[config.mk]
export PLATFORM = sky130hd
export DESIGN_NAME = ping_pong_stream_reader
export DESIGN_NICKNAME = d
export VERILOG_FILES = /design/src/rtl/ping_pong_stream_reader.sv
export SDC_FILE = /design/constraint.sdc
export NUM_CORES = 1
export LEC_CHECK = 0
export ABC_CLOCK_PERIOD_IN_PS = 6500
export CAP_MARGIN = 5
export CORE_MARGIN = 1.5
export CORE_UTILIZATION = 50
export DETAILED_ROUTE_END_ITERATION = 8
export PLACE_DENSITY_LB_ADDON = 0.05
export RECOVER_POWER = 100
export SLEW_MARGIN = 20
export SYNTH_ARGS = -nofsm -noshare
export SYNTH_HDL_FRONTEND = slang
export SYNTH_SLANG_ARGS = --single-unit
[constraint.sdc]
create_clock -name clk -period 6.5 [get_ports clk]
set_input_delay 0.65 -clock clk [delete_from_list [all_inputs] [get_ports clk]]
set_output_delay 0.65 -clock clk [all_outputs]
set_load 0.005 [all_outputs]
[src/rtl/ping_pong_stream_reader.sv]
// Drains completed ping-pong buffer banks into framed valid/ready packets with last and bank tag.
// Optional PING_PONG_STREAM_READER_STATS_EN adds saturating frame_count and stall_cycles outputs.
module ping_pong_stream_reader #(
    parameter int unsigned DATA_WIDTH  = 8,
    parameter int unsigned BUFFER_SIZE = 16,
    parameter int unsigned FIFO_DEPTH  = 2
) (
    input  logic                  clk,
    input  logic                  rst,
    input  logic                  enable,
    output logic                  pp_read_en,
    input  logic [DATA_WIDTH-1:0] pp_read_data,
    input  logic                  pp_read_empty,
    input  logic                  pp_current_read_buffer,
    output logic                  m_valid,
    output logic [DATA_WIDTH-1:0] m_data,
    output logic                  m_last,
    output logic                  m_buf_id,
    input  logic                  m_ready,
`ifdef PING_PONG_STREAM_READER_STATS_EN
    output logic [15:0]           frame_count,
    output logic [15:0]           stall_cycles,
`endif
    output logic                  busy
);

    localparam int unsigned IW = $clog2(BUFFER_SIZE);
    localparam int unsigned PW = (FIFO_DEPTH > 1) ? $clog2(FIFO_DEPTH) : 1;
    localparam int unsigned OW = $clog2(FIFO_DEPTH + 1);
    localparam int unsigned EW = DATA_WIDTH + 2;

    typedef enum logic {StIdle, StActive} state_e;

    state_e        state_q, state_d;
    logic [IW-1:0] idx_q, idx_d;
    logic          tag_q, tag_d;

    logic          inflight_q;
    logic          inflight_last_q;
    logic          inflight_tag_q;

    logic [EW-1:0] fifo_q [FIFO_DEPTH];
    logic [PW-1:0] wr_ptr_q;
    logic [PW-1:0] rd_ptr_q;
    logic [OW-1:0] occ_q;

    logic          issue;
    logic          issue_last;
    logic          issue_tag;
    logic          pop;
    logic          push;
    logic          credit_ok;
    logic [OW:0]   committed;
    logic [EW-1:0] head;

    function automatic logic [PW-1:0] ptr_inc(input logic [PW-1:0] p);
        return (p == PW'(FIFO_DEPTH - 1)) ? '0 : p + PW'(1);
    endfunction

    assign head    = fifo_q[rd_ptr_q];
    assign m_valid = (occ_q != '0);
    assign m_data  = head[DATA_WIDTH-1:0];
    assign m_last  = head[DATA_WIDTH];
    assign m_buf_id = head[DATA_WIDTH+1];
    assign pop     = m_valid && m_ready;
    assign push    = inflight_q;
    assign busy    = (state_q == StActive) || inflight_q || m_valid;

    // Words already owed to the FIFO (stored or in flight) after this cycle's pop.
    assign committed = {1'b0, occ_q} + (OW+1)'(inflight_q) - (OW+1)'(pop);
    assign credit_ok = committed < (OW+1)'(FIFO_DEPTH);

    always_comb begin
        state_d    = state_q;
        idx_d      = idx_q;
        tag_d      = tag_q;
        issue_last = 1'b0;
        issue_tag  = tag_q;
        // Reset gates the strobe so nothing is read while the block is held.
        issue      = !rst && !pp_read_empty && credit_ok && ((state_q == StActive) || enable);
        if (issue) begin
            unique case (state_q)
                StIdle: begin
                    tag_d     = pp_current_read_buffer;
                    issue_tag = pp_current_read_buffer;
                    idx_d     = IW'(1);
                    state_d   = StActive;
                end
                StActive: begin
                    if (idx_q == IW'(BUFFER_SIZE - 1)) begin
                        issue_last = 1'b1;
                        idx_d      = '0;
                        state_d    = StIdle;
                    end else begin
                        idx_d = idx_q + IW'(1);
                    end
                end
                default: state_d = StIdle;
            endcase
        end
    end

    assign pp_read_en = issue;

    always_ff @(posedge clk or posedge rst) begin
        if (rst) begin
            state_q <= StIdle;
            idx_q   <= '0;
            tag_q   <= 1'b0;
        end else begin
            state_q <= state_d;
            idx_q   <= idx_d;
            tag_q   <= tag_d;
        end
    end

    always_ff @(posedge clk or posedge rst) begin
        if (rst) begin
            inflight_q      <= 1'b0;
            inflight_last_q <= 1'b0;
            inflight_tag_q  <= 1'b0;
        end else begin
            inflight_q <= issue;
            if (issue) begin
                inflight_last_q <= issue_last;
                inflight_tag_q  <= issue_tag;
            end
        end
    end

    // Storage is cleared on reset so the idle head presents zeros downstream.
    always_ff @(posedge clk or posedge rst) begin
        if (rst) begin
            for (int i = 0; i < int'(FIFO_DEPTH); i++) begin
                fifo_q[i] <= '0;
            end
            wr_ptr_q <= '0;
            rd_ptr_q <= '0;
            occ_q    <= '0;
        end else begin
            if (push) begin
                fifo_q[wr_ptr_q] <= {inflight_tag_q, inflight_last_q, pp_read_data};
                wr_ptr_q         <= ptr_inc(wr_ptr_q);
            end
            if (pop) begin
                rd_ptr_q <= ptr_inc(rd_ptr_q);
            end
            occ_q <= occ_q + OW'(push) - OW'(pop);
        end
    end

`ifdef PING_PONG_STREAM_READER_STATS_EN
    always_ff @(posedge clk or posedge rst) begin
        if (rst) begin
            frame_count  <= '0;
            stall_cycles <= '0;
        end else begin
            if (pop && m_last && (frame_count != 16'hFFFF)) begin
                frame_count <= frame_count + 16'd1;
            end
            if (m_valid && !m_ready && (stall_cycles != 16'hFFFF)) begin
                stall_cycles <= stall_cycles + 16'd1;
            end
        end
    end
`endif

endmodule

==> flow_summary.ini <==
[timing]
fmax_ghz = 0.235
finalMaxSlewViolations = 33
period_minus_slack_ps = 4260
fin_skew_ps = 8.52
setup_violations = 0
rsz0062_at_grt = no
slew_headroom = -0.0998
tightest_slew_ps = 1650
final_hold_viol_count = 0
whs_ps = 487
final.period_utilization = 0.655
finalSetupTns_ps = 0
worst_slack_ps = 2240

[route]
num_vias = 933
ant_nets = 0
drc = 0
wl_per_cell_um = 14.2
first_pass_iters = 3
via_per_inst = 5.42
routed_wl_um = 2440
drtIter0Drc = 4

[critical_path]
required_ps = 5850
r2r-start = occ_q[1]
crit_arrival_ps = 3610
ff2ff_path_depth = 9
r2r_slack_ps = 3360
end_kind = primary output
critical_path_class = reg -> out
endpoint = pp_read_en
worstReg2RegEnd = idx_q[0]
crit_start = occ_q[1]
setup.worst_path.start_class = register
critPathMaxFanout = 8

[clocking]
clock_latency_ps = 330
numCtsBuffers = 5
cts_hold_buf = 0
cts_sinks = 32
clk_pin_slew_worst_paths_ps = 90
cts_resized = 0
post_cts_buffers = 0
cts_max_level = 2
cts_tree = built
clock-root-buffer = clkbuf_4
cts_buffer_depth = 2

[floorplan]
rows = 19
fp.coreArea_sq_um = 2780
die_w_um = 57.4
io_pins = 27
start_util = 0.531
die_area_sq_um = 3290
fp.dieH_um = 57.4

[yosys]
ys_warn_count = 0
synth-xor-area-share = 0.0229
synth-simple-area-share = 0.0720
syn_area_per_cell_sq_um = 13.3
synth_compound_area_frac = 0.0567
syn_area_sq_um = 1480
synth_seq_cells = 32
synth_top_family_by_area = multiplexers
netlist_instances = 111
yosysUniqueCellTypes = 29
synth_seq_area_share = 0.542
syn_nets = 129
synth_fa_ha_area_frac = 0.0390
synth.mux.area_fraction = 0.231

[finish]
final_cell_mix = dfrtp_1 (32), mux2_2 (28), dlygate4sd3_1 (14), clkdlybuf4s50_1 (12), inv_1 (9)
drive_above_1_share = 0.262
area_growth_pct = 21.7
final_cell_area_sq_um = 1800
utilization = 0.646
num_antenna_cells = 0
n_fill_cell = 222
mostFrequentLayoutCell = dfrtp_1
finalNonFillerCells = 172
multi_input_area_sq_um = 614
finalNetCount = 159
register_area_sq_um = 801

[power]
vdd_drop_max_v = 0.000313
leakage_nw = 0.805
power.density_nw_per_um2 = 448
power_mw = 0.806

[placement]
place.gp.congestion = 0.698
post-place-ws_ps = 2600
io_buffers = 26
placed_cell_area_sq_um = 1760
dp_hpwl_um = 1800
placed_cells = 165

[job]
cap_violations = 1

[outcome]
violations = capacitance limit, slew limit
run_status = finished with violations

[global_routing]
grt_pass1_vias = 986
grt-ovfl-total = 0
grt_pass1_wl_um = 4330
grt_max_degree = 33
grt_use_total = 0.180
antenna_found_initial = 0

[worst_hold_path]
hold_class = reg -> reg
where the power goes:
part / switching (mW) / internal (mW) / leakage, nW
sequential: 0.0686 / 0.294 / 0.381
combinational: 0.125 / 0.219 / 0.396
clock: 0.0602 / 0.0397 / 0.0281
total: 0.254 / 0.553 / 0.805
metal layers:
layer  global-route usage  wire (um)
met1                0.220       1060
met2                0.291       1240
met3               0.0499         75
met4               0.0897         56
met5                    0          0
flip-flops by register name (all words and copies together) (netlist names):
register and cells:
fifo_q 20, idx_q 4, occ_q 2, inflight_last_q 1, inflight_q 1, inflight_tag_q 1
rd_ptr_q 1, state_q 1, wr_ptr_q 1
synthesized netlist by cell type:
master     instances  share of area
mux2_2            28           0.21
o211a_4            1          0.012
nand3b_1           1         0.0051
nand4_1            2         0.0085
mux2_4             1          0.010
inv_1              9          0.023
fa_1               1          0.014
dfrtp_1           32           0.54
ha_1               3          0.025
nor3_2             1         0.0068
or2_2              1         0.0042
nand3_1            1         0.0034
o21a_1             1         0.0051
and3_1             2         0.0085
buf_2              4          0.014
and4b_1            1         0.0068
o22ai_1            2         0.0085
and3b_1            1         0.0059
nand2b_1           1         0.0042
o21ai_0            5          0.017
o2111ai_1          1         0.0059
mux2_1             1         0.0076
o211ai_1           1         0.0051
a21oi_1            1         0.0034
nand2_1            4          0.010
xor2_2             1          0.011
or3_1              1         0.0042
and2_1             1         0.0042
xor2_1             2          0.012
cell type report:
| type | instances | area share |
|---|---|---|
| flip-flops and latches | 32 | 0.445 |
| multi-input cells | 66 | 0.342 |
| repair buffers | 27 | 0.147 |
| clock buffers | 6 | 0.0230 |
| well taps | 31 | 0.0216 |
| inverters | 9 | 0.0188 |
| clock inverters | 1 | 0.00278 |
cells by family after synthesis:
| group | count (synthesis) |
|---|---|
| multiplexers | 30 |
| AND/OR/NAND/NOR | 17 |
| flip-flops | 32 |
| AO/OA/AOI/OAI | 12 |
| adder cells (fa/ha/maj) | 4 |
| buffers and inverters | 13 |
| XOR/XNOR | 3 |
critical path, cell delays in order, from the launching register on:
cell           delay [ps]
dfrtp_1               430
or2_2                 330
and2_0                190
ha_1                  280
inv_1                  40
ha_1                  180
fa_1                  460
nor3_1                480
o211a_4               310
dlygate4sd3_1         580
worst min-delay path by stage:
stage	start	to	slack, ps	depth (start not counted)
final	fifo_q[18]	fifo_q[18]	490	2
after global routing	wr_ptr_q	wr_ptr_q	520	1
after CTS	fifo_q[18]	fifo_q[18]	490	2
after detailed placement	fifo_q[18]	fifo_q[18]	470	2
after global placement	fifo_q[8]	fifo_q[8]	460	2
after floorplan	fifo_q[8]	fifo_q[8]	440	2
No activity file was read; power rests on OpenSTA's default activity.
